## config.mk

```make
export PLATFORM = sky130hd
export DESIGN_NAME = reg_write_arbiter_flat
export DESIGN_NICKNAME = d
export VERILOG_FILES = /design/src/rtl/reg_write_arbiter_if.sv /design/src/rtl/reg_write_arbiter.sv /design/src/flat_wrapper.sv
export SDC_FILE = /design/constraint.sdc
export NUM_CORES = 1
export LEC_CHECK = 0
export CORE_ASPECT_RATIO = 0.75
export CORE_MARGIN = 2
export CORE_UTILIZATION = 44
export CTS_CLUSTER_SIZE = 16
export DETAILED_ROUTE_END_ITERATION = 8
export PLACE_DENSITY = 0.81
export SYNTH_ARGS = -nofsm -noshare
export SYNTH_HDL_FRONTEND = slang
export SYNTH_SLANG_ARGS = --single-unit
```

## constraint.sdc

```tcl
create_clock -name clk -period 3.7 [get_ports clk]
set_input_delay 0.74 -clock clk [delete_from_list [all_inputs] [get_ports clk]]
set_output_delay 0.74 -clock clk [all_outputs]
set_load 0.03 [all_outputs]
```

## src/rtl/reg_write_arbiter_if.sv

```systemverilog
// reg_write_arbiter_if: requester request/grant bundle plus register-bank write port.
interface reg_write_arbiter_if #(
  parameter int NREQ   = 4,
  parameter int WIDTH  = 8,
  parameter int ADDR_W = 3
);
  logic                     en;
  logic [NREQ-1:0]          req;
  logic [NREQ*ADDR_W-1:0]   req_addr;
  logic [NREQ*WIDTH-1:0]    req_data;
  logic [NREQ-1:0]          gnt;
  logic                     we;
  logic [ADDR_W-1:0]        we_addr;
  logic [WIDTH-1:0]         we_data;
  logic                     busy;
  modport master (output en, req, req_addr, req_data, input gnt, we, we_addr, we_data, busy);
  modport slave  (input en, req, req_addr, req_data, output gnt, we, we_addr, we_data, busy);
endinterface

```

## src/rtl/reg_write_arbiter.sv

```systemverilog
// reg_write_arbiter: round-robin, burst-bounded arbiter for the register-bank write port.
module reg_write_arbiter #(
  parameter int NREQ      = 4,
  parameter int WIDTH     = 8,
  parameter int ADDR_W    = 3,
  parameter int MAX_BURST = 4
) (
  input  logic              clk,
  input  logic              nreset,
  reg_write_arbiter_if.slave bus
);
  localparam int PW = $clog2(NREQ);
  localparam int CW = $clog2(MAX_BURST + 1);
  typedef enum logic {IDLE, SERVE} state_t;
  state_t             state_q, state_d;
  logic [PW-1:0]      ptr_q, ptr_d, owner_q, owner_d, nxt, w;
  logic [CW-1:0]      cnt_q, cnt_d;
  logic [NREQ-1:0]    gnt_q, gnt_d;
  logic               we_q, cont, grant;
  logic [ADDR_W-1:0]  addr_q, addr_d;
  logic [WIDTH-1:0]   data_q, data_d;
  // Scan downwards so the last hit is the one closest to p in rotation order.
  function automatic logic [PW-1:0] pick(input logic [NREQ-1:0] r, input logic [PW-1:0] p);
    logic [PW-1:0] s;
    s = p;
    for (int k = NREQ - 1; k >= 0; k--)
      if (r[(int'(p) + k) % NREQ]) s = PW'((int'(p) + k) % NREQ);
    return s;
  endfunction
  always_comb begin
    cont    = state_q == SERVE && bus.en && bus.req[owner_q] && cnt_q < CW'(MAX_BURST);
    nxt     = owner_q == PW'(NREQ - 1) ? '0 : owner_q + 1'b1;
    ptr_d   = (state_q == SERVE && !cont) ? nxt : ptr_q;
    grant   = cont || (bus.en && |bus.req);
    w       = cont ? owner_q : pick(bus.req, ptr_d);
    owner_d = grant ? w : owner_q;
    cnt_d   = cont ? cnt_q + 1'b1 : (grant ? CW'(1) : '0);
    gnt_d   = grant ? {{(NREQ-1){1'b0}}, 1'b1} << w : '0;
    addr_d  = grant ? bus.req_addr[w*ADDR_W +: ADDR_W] : addr_q;
    data_d  = grant ? bus.req_data[w*WIDTH +: WIDTH] : data_q;
    state_d = grant ? SERVE : IDLE;
  end
  always_ff @(posedge clk or negedge nreset)
    if (!nreset) begin
      state_q <= IDLE;
      ptr_q   <= '0;
      owner_q <= '0;
      cnt_q   <= '0;
      gnt_q   <= '0;
      we_q    <= 1'b0;
      addr_q  <= '0;
      data_q  <= '0;
    end else begin
      state_q <= state_d;
      ptr_q   <= ptr_d;
      owner_q <= owner_d;
      cnt_q   <= cnt_d;
      gnt_q   <= gnt_d;
      we_q    <= grant;
      addr_q  <= addr_d;
      data_q  <= data_d;
    end
  assign bus.gnt     = gnt_q;
  assign bus.we      = we_q;
  assign bus.we_addr = addr_q;
  assign bus.we_data = data_q;
  assign bus.busy    = state_q == SERVE;
  a_params: assert property (@(posedge clk) NREQ >= 2 && NREQ <= 8 && MAX_BURST >= 1 && MAX_BURST <= 15);
  a_gnt: assert property (@(posedge clk) disable iff (!nreset) $onehot0(gnt_q) && (we_q == (gnt_q != '0)));
endmodule

```

## src/flat_wrapper.sv

```systemverilog
// flat-port wrapper written by rule: the top's interface ports become plain ports
module reg_write_arbiter_flat 
#(
  parameter int NREQ      = 4,
  parameter int WIDTH     = 8,
  parameter int ADDR_W    = 3,
  parameter int MAX_BURST = 4
)
  (clk, nreset, bus_en, bus_req, bus_req_addr, bus_req_data, bus_gnt, bus_we, bus_we_addr, bus_we_data, bus_busy);
  reg_write_arbiter_if #(.NREQ(NREQ), .WIDTH(WIDTH), .ADDR_W(ADDR_W)) bus_i ();
  input  logic clk;
  input  logic nreset;
  input wire logic [$bits(bus_i.en)-1:0] bus_en;
  input wire logic [$bits(bus_i.req)-1:0] bus_req;
  input wire logic [$bits(bus_i.req_addr)-1:0] bus_req_addr;
  input wire logic [$bits(bus_i.req_data)-1:0] bus_req_data;
  output wire logic [$bits(bus_i.gnt)-1:0] bus_gnt;
  output wire logic [$bits(bus_i.we)-1:0] bus_we;
  output wire logic [$bits(bus_i.we_addr)-1:0] bus_we_addr;
  output wire logic [$bits(bus_i.we_data)-1:0] bus_we_data;
  output wire logic [$bits(bus_i.busy)-1:0] bus_busy;
  assign bus_i.en = bus_en;
  assign bus_i.req = bus_req;
  assign bus_i.req_addr = bus_req_addr;
  assign bus_i.req_data = bus_req_data;
  assign bus_gnt = bus_i.gnt;
  assign bus_we = bus_i.we;
  assign bus_we_addr = bus_i.we_addr;
  assign bus_we_data = bus_i.we_data;
  assign bus_busy = bus_i.busy;
  reg_write_arbiter #(.NREQ(NREQ), .WIDTH(WIDTH), .ADDR_W(ADDR_W), .MAX_BURST(MAX_BURST)) u_core (.clk(clk), .nreset(nreset), .bus(bus_i));
endmodule
```

==> impl_metrics.toml, run 1 <==
[sta]
hold_viol = 0
fin_ws_ns = 0.377
tns_ns = 0
finalClockSkew_ns = 0.00537
setup_viol_count_final = 0
period_needed_ns = 3.32
drv_slew = 0
rsz0062_at_grt = "no"
max_freq_mhz = 301
worst_pin_slew_ns = 1.06
slew_headroom = 0.294
finalCritPeriodShare = 0.898

[clocking]
worstSkewPairLatency_ns = 0.27
cts-root-buf = "clkbuf_8"
postCtsSetupRepairBufs = 0
path_clk_slew_ns = 0.08
tritoncts = "built"
ctsResizeCount = 0
clockBufferDepth = 2
hold_buffers = 0
clock_sinks = 23
cts_buffers = 3
h-tree-depth = 1

[yosys]
yosysWarnings = 0
synth_top_cell_by_area = "dfrtp_1"
avgSynthCellArea_um2 = 9.79
synth.top_cell.area_share = 0.332
syn_nets = 230
synth_seq_cells = 23
yosys-top-cells-count = "inv_1, dfrtp_1, a21oi_1"
synth_edf_count = 0
synthArstFlopShare = 1.00
ys_seq_area_frac = 0.332
synthesis.area_um2 = 1730
synthTopCellsByArea = "dfrtp_1, inv_1, mux2_2, o221ai_2, o221a_2"
synth_most_common_cell = "inv_1"
synthCells = 177
synthFlopType = "dfrtp_1"
synth.distinct_cells = 50

[critical_path]
crit_chain = "clkdlybuf4s50_1 > nor2b_1 > a21o_1 > mux2i_1 > or2_2 > a31oi_4 > buf_12 > mux2_2 > o221a_2"
worst_setup_path_end_kind = "register"
cp_max_fo = 26
path_class = "input pin to register"
required_ns = 3.86
cp_slowest_cell = "clkdlybuf4s50_1"
cp_data_arrival_time_ns = 3.48
slowest_delay_ns = 0.51
crit_family = "simple AND/OR/NAND/NOR gates"
path_buf_inv = 2
start_kind = "input pin"

[power]
p_leak_nw = 1.07
peakVddDrop_uv = 443
power.density_nw_per_um2 = 666

[floorplanning]
ios = 68
num_rows = 19
start_util = 0.467
die_h_um = 58.4
core_area_um2 = 3710
die-area_um2 = 4460
die_w_um = 76.5

[global_route]
grt_usage = 0.223
grt_max_degree = 27
grt_overflow = 0
grt_first_pass_wirelength_um = 7920
grt_pass1_vias = 1651
antenna_found_initial = 0

[routing]
avgRoutedWirePerCell_um = 16.0
viasPerCell = 5.54
wl_met2_um = 2160
drc = 0
route.met3.wl_um = 374
drt_iter0_drc = 131
wirelength_um = 4700
ant_nets = 0
highest_layer = "met4"
first_pass_iters = 4
num_vias = 1629
wl_met1_um = 2150

[layout]
synthToLayoutAreaGrowth_pct = 44.5
drive_gt1_frac = 0.202
antenna-diode-count = 0
fill_cells = 316
nets = 296

[place]
globalplace.congestion = 0.886
preCtsSetupSlack_ns = 0.110
dp_hpwl_um = 3490
portBuffers = 67

[run_status]
status = "finished clean"

[min_path]
worstHoldPathType = "register to register"

[flow_run]
max-cap-violations = 0
==> cell type report <==
type	count	area, um2	area share
clock buffers	3	41.3	0.0165
repair buffers	76	751	0.300
multi-input cells	111	960	0.383
clock inverters	1	7.51	0.00300
inverters	28	105	0.0420
flip-flops and latches	23	576	0.230
well taps	52	65.1	0.0260
==> worst paths after layout <==
check	from	slack, ns	cells past startpoint	end
worst max-delay path	bus_en	0.38	9	u_core.bus.we_data[0]
worst min-delay path	u_core.cnt_q[0]	0.48	1	u_core.cnt_q[0]
worst max register to register	u_core.owner_q[0]	0.66	9	u_core.bus.we_data[0]
worst min register to register	u_core.cnt_q[0]	0.48	1	u_core.cnt_q[0]
max in group asynchronous	nreset	2.02	1	u_core.bus.we_addr[1]
min in group asynchronous	nreset	1.03	1	u_core.bus.busy
==> metrics by stage <==
stage	cells	util	power, mW	area (um2)	hold slack [ns]
floorplan	177	-	1.17	1730	0.436
global placement	290	0.662	1.48	2460	0.457
detailed placement	290	0.662	1.50	2460	0.463
CTS	294	0.675	1.67	2500	0.484
global route	294	0.675	1.77	2500	0.521
finish	294	0.675	1.67	2500	0.482
==> logic make-up after synthesis <==
group	Yosys count	share of synthesized area
multiplexers	17	0.123
AND/OR/NAND/NOR	31	0.102
AO/OA/AOI/OAI	61	0.314
buffers and inverters	43	0.114
adder cells (fa/ha/maj)	2	0.0144
flip-flops	23	0.332
==> layout by cell type, fill, tap and decap left out, types with 3 or more instances in the layout <==
master,count
nor3_1,3
inv_1,28
mux2i_1,3
mux2_2,9
o221ai_1,5
clkdlybuf4s50_1,67
o221a_2,7
dfrtp_1,23
clkbuf_8,3
buf_4,8
o221ai_2,6
o221a_1,4
nor2_1,11
mux2_4,4
a21oi_1,14
o21ai_0,4
==> report_power, final <==
part / internal [mW] / switching (mW)
Sequential: 0.348 / 0.0907
Clock: 0.0763 / 0.0875
Combinational: 0.512 / 0.553
Total: 0.937 / 0.732
==> layer usage <==
layer,vias up,global-route usage
met5,-,0
met4,0,0.0519
met3,4,0.0475
met2,72,0.350
met1,775,0.321
li1,778,-
==> worst register-to-register path, cell delays in order (launching register included) <==
cell     delay [ns]
dfrtp_1        0.56
mux4_2         0.61
a21o_1         0.27
a21oi_2        0.21
mux2i_1        0.23
nand2_2        0.09
a31oi_4        0.16
buf_12         0.21
mux2_2         0.36
o221a_2        0.23
==> state kept, by name, summed over array words and instances (netlist names) <==
register            count
u_core.bus.busy         1
u_core.bus.gnt          4
u_core.bus.we_addr      3
u_core.bus.we_data      8
u_core.cnt_q            3
u_core.owner_q          2
u_core.ptr_q            2
No activity file was read; power rests on OpenSTA's default activity.
==> run 2: changes to the inputs <==
--- a/config.mk
+++ b/config.mk
@@ -5,12 +5,12 @@
 export SDC_FILE = /design/constraint.sdc
 export NUM_CORES = 1
 export LEC_CHECK = 0
+export ABC_AREA = 1
 export CORE_ASPECT_RATIO = 0.75
 export CORE_MARGIN = 2
-export CORE_UTILIZATION = 44
+export CORE_UTILIZATION = 30
 export CTS_CLUSTER_SIZE = 16
 export DETAILED_ROUTE_END_ITERATION = 8
-export PLACE_DENSITY = 0.81
 export SYNTH_ARGS = -nofsm -noshare
 export SYNTH_HDL_FRONTEND = slang
 export SYNTH_SLANG_ARGS = --single-unit
==> run 2 against run 1 <==
Effect of this change: die area up 45%; synthesized cell count up 62%; hold slack worse by 0.026 ns; non-clock buffer count down 5; combinational power up 45%; via count up 16%; critical path type unchanged; critical endpoint is now u_core.bus.we_data[1]; highest routed layer unchanged.
==> impl_metrics.toml, run 2 <==
[clocking]
clock_sinks = 23
worstSkewPairLatency_ns = 0.26
hold_buffers = 0
h-tree-depth = 1
cts_buffers = 3
postCtsSetupRepairBufs = 0
tritoncts = "built"
cts-root-buf = "clkbuf_8"
ctsResizeCount = 0
clockBufferDepth = 2
path_clk_slew_ns = 0.07

[critical_path]
start_kind = "input pin"
worst_setup_path_end_kind = "register"
cp_data_arrival_time_ns = 3.32
reg2reg_from = "u_core.owner_q[0]"
cp-endpoint = "u_core.bus.we_data[1]"
r2r-end = "u_core.bus.we_data[1]"
rrSetupSlack_ns = 1.05
worstSetupStartpoint = "bus_req[2]"
worst_r2r_path_depth = 18
required_ns = 3.85
path_class = "input pin to register"
cp_max_fo = 14

[min_path]
hold_depth = 1
hold_start = "u_core.cnt_q[0]"
worstHoldPathType = "register to register"

[yosys]
synth_top_cell_by_area = "dfrtp_1"
synth_compound_area_frac = 0.0179
ys_seq_area_frac = 0.329
synth_top_family_by_area = "simple AND/OR/NAND/NOR gates"
synth_edf_count = 0
synthCells = 286
synth_seq_cells = 23
synth_simple_gate_area_frac = 0.471
synth.top_cell.area_share = 0.329
synth.distinct_cells = 23
syn_nets = 339
synthTopCellsByArea = "dfrtp_1, nand2_1, nand3_1, inv_1, ha_1"
synthMuxAreaShare = 0
synth_most_common_cell = "nand2_1"
synthesis.area_um2 = 1750
yosys-top-cells-count = "nand2_1, nand3_1, inv_1"
yosysWarnings = 0
synthFlopType = "dfrtp_1"
synth-adder-area-share = 0.0143
avgSynthCellArea_um2 = 6.12
synth_xor_area_frac = 0
synthArstFlopShare = 1.00

[routing]
avgRoutedWirePerCell_um = 11.4
ant_nets = 0
drt_iter0_drc = 132
viasPerCell = 4.42
first_pass_iters = 4
num_vias = 1893
drc = 0
wirelength_um = 4900

[sta]
worst_pin_slew_ns = 1.06
finalClockSkew_ns = 0.00614
fin_ws_ns = 0.532
max_freq_mhz = 316
finalCritPeriodShare = 0.856
setup_viol_count_final = 0
drv_slew = 0
tns_ns = 0
hold_viol = 0
period_needed_ns = 3.17
slew_headroom = 0.290
rsz0062_at_grt = "no"

[global_route]
antenna_found_initial = 0
grt_max_degree = 26
grt_overflow = 0
grt_pass1_vias = 1675
grt_usage = 0.159
grt_first_pass_wirelength_um = 8240

[power]
p_leak_nw = 1.41
power.density_nw_per_um2 = 836
peakVddDrop_uv = 411

[layout]
largest_register_ffs = 8
drive_gt1_frac = 0.0543
antenna-diode-count = 0
nets = 404
most-common-layout-cells = "nand2_1, clkdlybuf4s50_1, nand3_1, inv_1, dfrtp_1"
synthToLayoutAreaGrowth_pct = 44.8
layout_commonest_cell = "nand2_1"

[run_status]
status = "finished clean"

[place]
globalplace.congestion = 0.814
preCtsSetupSlack_ns = 0.255
portBuffers = 67
dp_hpwl_um = 3800

[floorplanning]
die_w_um = 92.2
die_h_um = 70.1
ios = 68
core_area_um2 = 5740
num_rows = 24
start_util = 0.305
die-area_um2 = 6460

[flow_run]
max-cap-violations = 0
==> run 2: how the worst min path moves through the flow <==
stage and endpoint:
6_report u_core.cnt_q[0], 5_1_grt u_core.cnt_q[0], 4_1_cts u_core.cnt_q[0], 3_5_place_dp u_core.cnt_q[0]
3_3_place_gp u_core.cnt_q[0], 2_1_floorplan u_core.cnt_q[0]
==> run 2: cell families after synthesis <==
kind of cell | Yosys count
compound gates | 5
simple gates | 185
flops | 23
buf+inv | 71
fa+ha+maj | 2
==> run 2: through the flow <==
stage                     hold slack, ns  instance area, um2  total power [mW]   util  std cells
final                              0.456                2530              2.12  0.442        428
after global routing               0.489                2530              2.35  0.442        428
after CTS                          0.467                2530              2.13  0.442        428
after detailed placement           0.455                2490              1.97  0.434        424
after global placement             0.448                2490              1.97  0.434        424
after floorplan                    0.426                1750              1.56      -        286
==> run 2: report_power, final <==
| part | total, mW | switching, mW | leakage (nW) | internal, mW |
|---|---|---|---|---|
| Sequential | 0.415 | 0.0598 | 0.289 | 0.356 |
| Combinational | 1.55 | 0.988 | 1.10 | 0.561 |
| Clock | 0.153 | 0.0775 | 0.0255 | 0.0750 |
| Total | 2.12 | 1.13 | 1.41 | 0.991 |
==> run 2: worst max-delay path: stages <==
cell and delay (ns):
clkdlybuf4s50_1 0.51, nand2_1 0.11, nand3_1 0.11, nand3_4 0.14
nand3_1 0.20, nand2_4 0.17, nand2_1 0.06, nand2_1 0.10
nand2_1 0.06, and2_1 0.16, nand3_1 0.07, nand3_1 0.09
nand2_1 0.07, nand2_1 0.30, nand3_1 0.20, nand2_1 0.07
nand2_1 0.10, nand2_1 0.06
==> run 2: cell type report <==
| type | instances | area [um2] |
|---|---|---|
| tap | 78 | 97.6 |
| clock inverter | 1 | 5.00 |
| timing repair buffer | 71 | 701 |
| multi-input combinational | 192 | 888 |
| fill | 584 | 3200 |
| sequential | 23 | 576 |
| inverter | 60 | 225 |
| clock buffer | 3 | 41.3 |
==> run 2: routing by layer <==
layer  wire [um]  vias to the layer above  GRT usage
met2        1910                       78      0.220
li1            -                      995          -
met4          22                        0     0.0299
met3         369                        4     0.0302
met5           0                        -          0
met1        2590                      816      0.254
